## src/rtl/uart_apb_pkg.sv

```systemverilog
// Shared constants, register map and FSM encodings for the UART/APB bridge.
package uart_apb_pkg;

  localparam int unsigned CLKS_PER_BIT = 1042;
  localparam int unsigned DATA_BITS    = 32;
  localparam int unsigned BIT_W        = $clog2(DATA_BITS);

  localparam logic [31:0] ADDR_TX   = 32'd0;
  localparam logic [31:0] ADDR_RX   = 32'd1;
  localparam logic [31:0] ADDR_STAT = 32'd2;

  typedef enum logic [1:0] {
    RX_IDLE,
    RX_START,
    RX_DATA,
    RX_STOP
  } rx_state_e;

  typedef enum logic [2:0] {
    TX_IDLE,
    TX_START,
    TX_DATA,
    TX_STOP,
    TX_DONE
  } tx_state_e;

endpackage

```

## src/rtl/uart_rx_engine.sv

```systemverilog
// Serial receiver: rx synchronizer, mid-bit sampling FSM and the received-word register.
module uart_rx_engine
  import uart_apb_pkg::*;
#(
  parameter int unsigned CLKS_PER_BIT = uart_apb_pkg::CLKS_PER_BIT
) (
  input  logic                 i_clk,
  input  logic                 i_rst,
  input  logic                 i_rx,
  input  logic                 i_rd_clr,
  output logic [DATA_BITS-1:0] o_rx_data,
  output logic                 o_rx_valid
);

  localparam int unsigned CNT_W = $clog2(CLKS_PER_BIT);
  localparam int unsigned HALF  = CLKS_PER_BIT / 2;

  logic [1:0]           r_sync;
  logic                 r_prev;
  rx_state_e            r_state, w_state_nxt;
  logic [CNT_W-1:0]     r_cnt, w_cnt_nxt;
  logic [BIT_W-1:0]     r_bit, w_bit_nxt;
  logic [DATA_BITS-1:0] r_shift, r_rx_data;
  logic                 r_rx_valid;
  logic                 w_rx_s, w_fall, w_half_tick, w_bit_tick;
  logic                 w_shift_en, w_commit;

  assign w_rx_s      = r_sync[1];
  assign w_fall      = r_prev & ~w_rx_s;
  assign w_half_tick = (r_cnt == CNT_W'(HALF - 1));
  assign w_bit_tick  = (r_cnt == CNT_W'(CLKS_PER_BIT - 1));

  always_ff @(posedge i_clk) begin
    if (i_rst) begin
      r_state <= RX_IDLE;
      r_cnt   <= '0;
      r_bit   <= '0;
    end else begin
      r_state <= w_state_nxt;
      r_cnt   <= w_cnt_nxt;
      r_bit   <= w_bit_nxt;
    end
  end

  always_comb begin
    w_state_nxt = r_state;
    w_cnt_nxt   = r_cnt + CNT_W'(1);
    w_bit_nxt   = r_bit;
    case (r_state)
      RX_IDLE: begin
        w_cnt_nxt = '0;
        w_bit_nxt = '0;
        if (w_fall) w_state_nxt = RX_START;
      end
      RX_START: begin
        // Still low at mid start bit means a real frame, otherwise a glitch
        if (w_half_tick) begin
          w_cnt_nxt   = '0;
          w_state_nxt = w_rx_s ? RX_IDLE : RX_DATA;
        end
      end
      RX_DATA: begin
        if (w_bit_tick) begin
          w_cnt_nxt = '0;
          if (r_bit == BIT_W'(DATA_BITS - 1)) w_state_nxt = RX_STOP;
          else                                w_bit_nxt   = r_bit + BIT_W'(1);
        end
      end
      RX_STOP: begin
        if (w_bit_tick) w_state_nxt = RX_IDLE;
      end
      default: w_state_nxt = RX_IDLE;
    endcase
  end

  always_comb begin
    w_shift_en = (r_state == RX_DATA) && w_bit_tick;
    w_commit   = (r_state == RX_STOP) && w_bit_tick && w_rx_s;
  end

  // Commit wins over a same-cycle read clear so a fresh word is never lost
  always_ff @(posedge i_clk) begin
    if (i_rst) begin
      r_sync     <= 2'b11;
      r_prev     <= 1'b1;
      r_shift    <= '0;
      r_rx_data  <= '0;
      r_rx_valid <= 1'b0;
    end else begin
      r_sync <= {r_sync[0], i_rx};
      r_prev <= w_rx_s;
      if (w_shift_en) r_shift[r_bit] <= w_rx_s;
      if (w_commit) begin
        r_rx_data  <= r_shift;
        r_rx_valid <= 1'b1;
      end else if (i_rd_clr) begin
        r_rx_valid <= 1'b0;
      end
    end
  end

  assign o_rx_data  = r_rx_data;
  assign o_rx_valid = r_rx_valid;

endmodule

```

## src/rtl/uart_apb_bridge.sv

```systemverilog
// 32-bit-word UART behind an APB-style register port: TX engine, register map and RX engine instance.
module uart_apb_bridge
  import uart_apb_pkg::*;
#(
  parameter int unsigned CLKS_PER_BIT = uart_apb_pkg::CLKS_PER_BIT
) (
  input  logic        PCLK,
  input  logic        PRESETn,
  input  logic [31:0] apb_write_paddr,
  input  logic [31:0] apb_read_paddr,
  input  logic [31:0] apb_write_data,
  input  logic        READ_WRITE,
  input  logic        transfer,
  input  logic        PSEL1,
  output logic [31:0] apb_read_data_outu,
  input  logic        rx,
  output logic        tx,
  output logic        txDone,
  output logic        TxBusy
);

  localparam int unsigned CNT_W = $clog2(CLKS_PER_BIT);

  logic                 w_access, w_rd, w_wr_go, w_rd_clr;
  logic [DATA_BITS-1:0] r_tx_data, r_rdata, w_rx_data;
  logic                 w_rx_valid;
  tx_state_e            r_tx_state, w_tx_state_nxt;
  logic [CNT_W-1:0]     r_tx_cnt, w_tx_cnt_nxt;
  logic [BIT_W-1:0]     r_tx_bit, w_tx_bit_nxt;
  logic                 r_tx, r_busy, r_done;
  logic                 w_tx_nxt, w_busy_nxt, w_done_nxt;
  logic                 w_bit_tick;

  assign w_access   = PSEL1 & transfer;
  assign w_rd       = w_access & READ_WRITE;
  assign w_wr_go    = w_access & ~READ_WRITE & (apb_write_paddr == ADDR_TX) &
                      (r_tx_state == TX_IDLE);
  assign w_rd_clr   = w_rd & (apb_read_paddr == ADDR_RX);
  assign w_bit_tick = (r_tx_cnt == CNT_W'(CLKS_PER_BIT - 1));

  uart_rx_engine #(.CLKS_PER_BIT(CLKS_PER_BIT)) u_rx (
    .i_clk      (PCLK),
    .i_rst      (PRESETn),
    .i_rx       (rx),
    .i_rd_clr   (w_rd_clr),
    .o_rx_data  (w_rx_data),
    .o_rx_valid (w_rx_valid)
  );

  // Register map: write latch and registered read mux
  always_ff @(posedge PCLK) begin
    if (PRESETn) begin
      r_tx_data <= '0;
      r_rdata   <= '0;
    end else begin
      if (w_wr_go) r_tx_data <= apb_write_data;
      if (w_rd) begin
        case (apb_read_paddr)
          ADDR_TX:   r_rdata <= r_tx_data;
          ADDR_RX:   r_rdata <= w_rx_data;
          ADDR_STAT: r_rdata <= {30'b0, w_rx_valid, r_busy};
          default:   r_rdata <= '0;
        endcase
      end
    end
  end

  // TX state register; line outputs are registered from the next state
  always_ff @(posedge PCLK) begin
    if (PRESETn) begin
      r_tx_state <= TX_IDLE;
      r_tx_cnt   <= '0;
      r_tx_bit   <= '0;
      r_tx       <= 1'b1;
      r_busy     <= 1'b0;
      r_done     <= 1'b0;
    end else begin
      r_tx_state <= w_tx_state_nxt;
      r_tx_cnt   <= w_tx_cnt_nxt;
      r_tx_bit   <= w_tx_bit_nxt;
      r_tx       <= w_tx_nxt;
      r_busy     <= w_busy_nxt;
      r_done     <= w_done_nxt;
    end
  end

  always_comb begin
    w_tx_state_nxt = r_tx_state;
    w_tx_cnt_nxt   = r_tx_cnt + CNT_W'(1);
    w_tx_bit_nxt   = r_tx_bit;
    case (r_tx_state)
      TX_IDLE: begin
        w_tx_cnt_nxt = '0;
        w_tx_bit_nxt = '0;
        if (w_wr_go) w_tx_state_nxt = TX_START;
      end
      TX_START: begin
        if (w_bit_tick) begin
          w_tx_cnt_nxt   = '0;
          w_tx_state_nxt = TX_DATA;
        end
      end
      TX_DATA: begin
        if (w_bit_tick) begin
          w_tx_cnt_nxt = '0;
          if (r_tx_bit == BIT_W'(DATA_BITS - 1)) w_tx_state_nxt = TX_STOP;
          else                                   w_tx_bit_nxt   = r_tx_bit + BIT_W'(1);
        end
      end
      TX_STOP: begin
        if (w_bit_tick) begin
          w_tx_cnt_nxt   = '0;
          w_tx_state_nxt = TX_DONE;
        end
      end
      TX_DONE: begin
        w_tx_cnt_nxt   = '0;
        w_tx_state_nxt = TX_IDLE;
      end
      default: w_tx_state_nxt = TX_IDLE;
    endcase
  end

  always_comb begin
    w_tx_nxt   = 1'b1;
    w_busy_nxt = 1'b0;
    w_done_nxt = 1'b0;
    case (w_tx_state_nxt)
      TX_START: begin
        w_tx_nxt   = 1'b0;
        w_busy_nxt = 1'b1;
      end
      TX_DATA: begin
        w_tx_nxt   = r_tx_data[w_tx_bit_nxt];
        w_busy_nxt = 1'b1;
      end
      TX_STOP: w_busy_nxt = 1'b1;
      TX_DONE: w_done_nxt = 1'b1;
      default: ;
    endcase
  end

  assign apb_read_data_outu = r_rdata;
  assign tx                 = r_tx;
  assign TxBusy             = r_busy;
  assign txDone             = r_done;

endmodule

```

## config.mk

```make
export PLATFORM = sky130hd
export DESIGN_NAME = uart_apb_bridge
export DESIGN_NICKNAME = d
export VERILOG_FILES = /design/src/rtl/uart_apb_pkg.sv /design/src/rtl/uart_rx_engine.sv /design/src/rtl/uart_apb_bridge.sv
export SDC_FILE = /design/constraint.sdc
export NUM_CORES = 1
export LEC_CHECK = 0
export ABC_AREA = 1
export CAP_MARGIN = 10
export CORE_MARGIN = 4
export CORE_UTILIZATION = 54
export DETAILED_ROUTE_END_ITERATION = 12
export PLACE_DENSITY_LB_ADDON = 0.08
export SYNTH_ARGS = -nofsm -noshare
export SYNTH_HDL_FRONTEND = slang
export SYNTH_HIERARCHICAL = 1
export SYNTH_SLANG_ARGS = --single-unit
```

## constraint.sdc

```tcl
create_clock -name PCLK -period 2.5 [get_ports PCLK]
set_input_delay 0.25 -clock PCLK [delete_from_list [all_inputs] [get_ports PCLK]]
set_output_delay 0.25 -clock PCLK [all_outputs]
set_load 0.01 [all_outputs]
```

# == Word-level counts from Yosys, hierarchy flattened ==
# Index checks and enable logic that the tools add are counted.
# totals
word_cells,106
register_bits,172
# op_classes
n_mux,35
add_sub_neg,4
n_reduce_logical,15
n_bitwise,9
eq_ne,24
n_lt_le_gt_ge,3
# ops
operator,count
$pmux W32 S3,1
$logic_not A32 Y1,2
$mux W11,3
$pmux W11 S3,1
$bwmux W32,1
$eq A32 B1 Y1 const B,1
$eq A32 B2 Y1 const B,1
$add A11 B1 Y11 const B,2
$eq A11 B11 Y1 const B,2
$pmux W11 S2,1
$mux W5,4
$pmux W5 S2,2
$mux W3,5
$eq A3 B2 Y1 const B,4
$lt A5 B6 Y1 const B,2
$mux W2,6
$pmux W3 S4,1
$eq A11 B10 Y1 const B,1
$add A5 B1 Y5 const B,2
$eq A5 B5 Y1 const B,2
$ne A2 B1 Y1 const B,5
$pmux W2 S4,1
$and A1 B1 Y1,7
$eq A3 B1 Y1 const B,2
18 further kinds,31

# == Depth between registers and ports, before layout ==
# depth
ltp_word,9
depth_mapped,19
depth_no_buf,18

# == Modules after synthesis ==
# Netlist, hierarchy kept.
# by_module_without_submodules
module,area_per_inst_um2,cells_each,instances,seq_area_each_um2
uart_apb_bridge,4565.6,644,1,1721.7
uart_rx_engine,3787.4,539,1,1721.7

# == Worst setup path before layout ==
# No wires, ideal clock.
# synth_timing
path_kind,reg2reg
start,register r_tx_bit[0]
end,register r_tx (netlist: tx)
n_path_buf,1
required_time_ns,2.387
synth_period_minus_slack_ns,1.826
setup_time_ns,0.113
path_stages_with_launch,18
slack_ns,0.674
arrival_ns,1.713
path_cell_list,dfxtp_1 ha_1 nand3_1 nor2_2 nor2_2 nand2_2 nand2_2 nand2_4 nand2_8 buf_8 nand2_2 nand3_2 nand3_1 nand3_1 nand2_1 nand2_1 nand3_1 nand2_1
# synth_between
elab_chain_len,7
# synth_rtl
element,line,text
from (decl),uart_apb_bridge.sv:29,"logic [BIT_W-1:0] r_tx_bit, w_tx_bit_nxt;"
from (signal assigned),uart_apb_bridge.sv:80,r_tx_bit <= w_tx_bit_nxt;
$add A5 B1 Y5 or $eq A5 B5 Y1 (tied branches),"uart_apb_bridge.sv:107, uart_apb_bridge.sv:106",
$mux W5,uart_apb_bridge.sv:106,if (r_tx_bit == BIT_W'(DATA_BITS - 1)) w_tx_state_nxt = TX_STOP;
$mux W5,uart_apb_bridge.sv:104,if (w_bit_tick) begin
$pmux W5 S2,uart_apb_bridge.sv:91,case (r_tx_state)
$bmux W1 S5,uart_apb_bridge.sv:134,w_tx_nxt = r_tx_data[w_tx_bit_nxt];
$mux W1 (not written as such),uart_apb_bridge.sv:134,
$pmux W1 S2 (*),uart_apb_bridge.sv:128,case (w_tx_state_nxt)
to (signal assigned),uart_apb_bridge.sv:81,r_tx <= w_tx_nxt;
to (decl),uart_apb_bridge.sv:30,"logic r_tx, r_busy, r_done;"
# Mark *: on every way between the ends. The rest lies on a longest branch, timed or not. The select of a mux whose other input is x is not followed.
# A chain may end at the register's enable or synchronous reset.

# == Final worst setup path ==
# Ends and elaborated chain as after synthesis.

==> results <==
- At the later pin of the worst-skew pair, clock insertion delay measures 430 ps.
- Setup repair after global routing left no endpoint under its margin.
- In the synthesized netlist, the number of instances is 1,183.
- Row generation in the floorplan step produced 45 rows.
- The internal portion of total power is 4440 uW.
- The number of I/O pins is 137.
- After clock tree synthesis, the setup repair step added 0 buffers.
- The clock-pin slew on the worst setup and hold paths is 60 ps.
- The met3 demand-to-capacity share in global routing is 6.22%.
- The met2 track demand over resource is 39.9%.
- The port buffer count is 136.
- The via count of the first global-routing pass is 7,553.
- The multiplexer share of the synthesized area is 0%.
- The minimum period implied by the final worst setup slack is 2160 ps.
- The synthesized netlist devotes 1.65% of its cell area to adder and majority cells.
- The clock root buffer master is sky130_fd_sc_hd__clkbuf_16.
- The post-placement cell count is 1,463.
- The worst setup slack after layout is 342 ps.
- Yosys printed 6 warnings.
- The simple-gate area share of the yosys netlist is 31.8%.
- The met1 global-route usage is 33.8%.
- In this run the worst hold path is classified as input pin to register.
- Data on the critical path is required at its endpoint by 2820 ps.
- When the netlist entered floorplanning its net count stood at 1,296.
- The synthesized flop and latch total is 172.
- 0 antenna diodes ended up in the layout.
- The category of the worst setup path launch point is a register.
- For this run, the leading register cell type out of synthesis is sky130_fd_sc_hd__dfxtp_1.
- The TritonCTS sink count is 172.
- The share of the synthesized area in the top cell type is 41.2%.
- The number of flops mapped to enable cells by yosys is 0.
- For this run, the detailed router's first-pass iteration total came to 5.
- In the final routed layout, each cell accounts on average for 15.0 um.
- The chip width is 132 um.
- The sequential-to-total area share from yosys stat is 41.2%.
- The measured slew at the worst slew-check pin is 900 ps.
- The net switching power is 1310 uW.
- After synthesis, the cell types taking the most area are sky130_fd_sc_hd__dfxtp_1 (41%), sky130_fd_sc_hd__nand2_1 (9.3%), sky130_fd_sc_hd__nor2_1 (8.0%).
- The overall routing resource usage is 25.4%.
- The total power after layout is 5750 uW.
- The mapped netlist covers 0.00835 sq mm.
- The clock network burns 46.0% of the power.
- On the worst path, the slowest cell contributes a delay of 390 ps.
- Setup total negative slack on the finished layout was measured at 0 ps.
- The clock passes through at most 2 buffers.
- Net switching is 22.8% of the power.
- The critical path is of the register to register type.
- Based on the critical path, the design can be clocked at up to 463 MHz.
- The number of antenna violations at the first check in global routing came to 0.
- The height of the die is 132 um.
- The count of cell types in the netlist is 46.
- Hold repair after CTS inserted 0 buffers.
- Setup violations remaining at the end of the flow were counted as 0.
- The largest clock skew in the final design is 7.47 ps.
- In the routed layout, each cell is associated on average with a via count of 5.43.
- Of the available clock period, the critical path in the final layout requires 86.3%.
- The run finished with clean final reports.
- The xor and xnor fraction of the mapped netlist area is 0.839%.
- The first global-routing pass estimated 36,700 um of wire.
- After global routing the overflow that remains totals 0.
- Across the run, the number of max-cap violations was 0.
- The peak fanout along the critical path is 17.
- Sequential cells burn 48.0% of the power.
- The post-layout instance count excluding filler cells is 1,495.
- The most congested layer reported by global routing is met2.
- The global placement routability congestion is 0.853.
- Summed over all cells, the static leakage comes to 0.00364 uW.
- The element type at the critical path end is a register.
- On the critical path, the stage with the largest delay is an instance of sky130_fd_sc_hd__dfxtp_1.
- The via count is 8,117.
- Per report_power, the combinational group accounts for 6.1% of the total.
- TritonCTS built the clock tree.
- The final number of hold-violating endpoints came to 0.
- The most numerous cell type found on the critical path is sky130_fd_sc_hd__nand3_1.
- The effective utilization at floorplan is 54.9%.
- The maximum number of pins on one net before global-route repair is 76.
- The total detailed-routing wirelength is 22,400 um.
- At the placement stage, the worst setup path has a slack of 178 ps.
- The largest family of logic cells by synthesized area is simple AND/OR/NAND/NOR gates.
- The HPWL after detailed placement is 15,500 um.
- The largest total area in the synthesized netlist belongs to sky130_fd_sc_hd__dfxtp_1.
- For this run, the post-layout net count is 1,407.
- IR analysis of the VDD net gives a maximum drop of 0.561 mV.
- The number of clock buffers added by TritonCTS is 17.
- The fraction of final layout cells with drive strength greater than 1 is 7.96%.
- The die outline area is 0.0175 sq mm.
- The detailed-route DRC error count is 0.
- The final number of max-transition violations is 0.
- The area growth from synthesis to layout is 24.1%.
- After floorplanning, the core was sized to cover 0.0152 sq mm.
- Data arrives at the worst endpoint at 2480 ps.
- The cell family with the largest share of critical-path delay is simple AND/OR/NAND/NOR gates.
- The number of DRC markers in iteration 0 is 689.
- Measured against its own limit, the worst slew margin works out to 39.7%.
- Counting flops with an async set or reset pin after synthesis yields a share of 0%.
- For this design the ratio of total power to cell area is 554 mW/mm^2.
- The number of nets with antenna violations after detailed routing is 0.
- The area fraction in compound gates after synthesis is 15.0%.
- CTS built an H-tree with a depth of 4.
- Counting both buffers and inverters, the worst setup path holds a total of 0.
- The signal on the critical path passes through ha_1, nand3_1, nor2_2, nor2_2, nand2_2, nand2_2, nand2_4, nand2_8, nand2_1, nand3_1, nand3_1, nand3_1, nand2_1, nand2_1, nand3_1, nand2_1.
- The post-synthesis average cell area is 7.06 sq um.
- The number of gates given a new drive strength after cts is 0.
[path summary, 6_finish.rpt]
kind | startpoint | to | slack, ps | depth (start not counted)
setup / recovery | r_tx_bit[0] | tx | 340 | 16
hold / removal | PRESETn | u_rx/o_rx_valid | 150 | 2
setup reg to reg | r_tx_bit[0] | tx | 340 | 16
hold reg to reg | u_rx/r_sync[0] | u_rx/r_sync[1] | 410 | 1
[flip-flops by register name, indices dropped and copies added, names as in the netlist, 2 cells and up, named ones only]
name                cells
apb_read_data_outu     32
r_tx_bit                5
r_tx_cnt               11
r_tx_data              32
r_tx_state              3
u_rx/o_rx_data         32
u_rx/r_bit              5
u_rx/r_cnt             11
u_rx/r_shift           32
u_rx/r_sync             2
[synth_stat cells, types with 3 or more instances]
library cell	instances
sky130_fd_sc_hd__nand2_1	208
sky130_fd_sc_hd__nor2_1	178
sky130_fd_sc_hd__dfxtp_1	172
sky130_fd_sc_hd__inv_1	119
sky130_fd_sc_hd__nand3_1	106
sky130_fd_sc_hd__a21oi_1	101
sky130_fd_sc_hd__o21ai_0	63
sky130_fd_sc_hd__clkbuf_1	28
sky130_fd_sc_hd__nor4_1	27
sky130_fd_sc_hd__o21ai_1	20
sky130_fd_sc_hd__o22ai_2	20
sky130_fd_sc_hd__nor3_1	18
sky130_fd_sc_hd__buf_2	16
sky130_fd_sc_hd__inv_2	12
sky130_fd_sc_hd__ha_1	11
sky130_fd_sc_hd__nand4_1	11
sky130_fd_sc_hd__buf_6	7
sky130_fd_sc_hd__nor2_2	6
sky130_fd_sc_hd__xor2_1	6
sky130_fd_sc_hd__nand2_2	4
sky130_fd_sc_hd__nand3_2	4
sky130_fd_sc_hd__nor2_4	4
sky130_fd_sc_hd__o22ai_1	4
sky130_fd_sc_hd__or2_2	4
sky130_fd_sc_hd__nand3b_1	3
sky130_fd_sc_hd__nor3b_1	3
sky130_fd_sc_hd__or2_1	3
[cell families (layout without fill, tap and decap cells)]
logic type | Yosys count | in the layout
buffers and inverters | 188 | 312
DFF | 172 | 172
xor gates and xnor gates | 8 | 8
and+or+nand+nor | 589 | 589
adders and majority gates | 11 | 11
AOI/OAI and AO/OA | 215 | 215
[through the flow]
step                hold slack (ps)  instance area (sq um)  util (%)
global placement                392                   9790      64.4
floorplan                       354                   8350         -
global route                    179                  10400      68.2
CTS                             150                  10400      68.2
detailed placement              393                   9790      64.4
finish                          152                  10400      68.2
[power by group through the flow]
stage	clock, uW	sequential [uW]	combinational [uW]
2_1_floorplan	0	2820	132
3_5_place_dp	0	2820	347
4_1_cts	2660	2760	348
5_1_grt	2790	2760	379
3_3_place_gp	0	2820	344
6_report	2640	2760	348
[cell type report]
class,count,area (sq um)
Fill cell,1337,4830
Multi-Input combinational cell,823,4120
Sequential cell,172,3440
Timing Repair Buffer,148,1500
Inverter,132,495
Clock buffer,19,443
Tap cell,188,235
Clock inverter,13,141
[worst register-to-register path: cells and delay by family, from the launching register on]
kind	cells	cell delay (ps)
DFF	1	390
adders and majority gates	1	200
and+or+nand+nor	15	1460
[metal layers]
metal / vias to the layer above / wire length, um
met1: 3697 / 10200
li1: 4105 / -
met5: - / 0
met2: 267 / 10100
met4: 0 / 601
met3: 48 / 1510
[cells in the final DEF (no fill, tap or decap), drive strengths merged, types with 7 or more instances in the layout]
cell type and n:
nand4 11, or2 7, ha 11, nand2 215, nand3 111, inv 134, dfxtp 172, nor2 188
o21ai 83, nor3 19, buf 13, a21oi 101, o22ai 24, clkbuf 19, nor4 27, clkdlybuf4s50 135
Power figures use the tool's default switching activity.
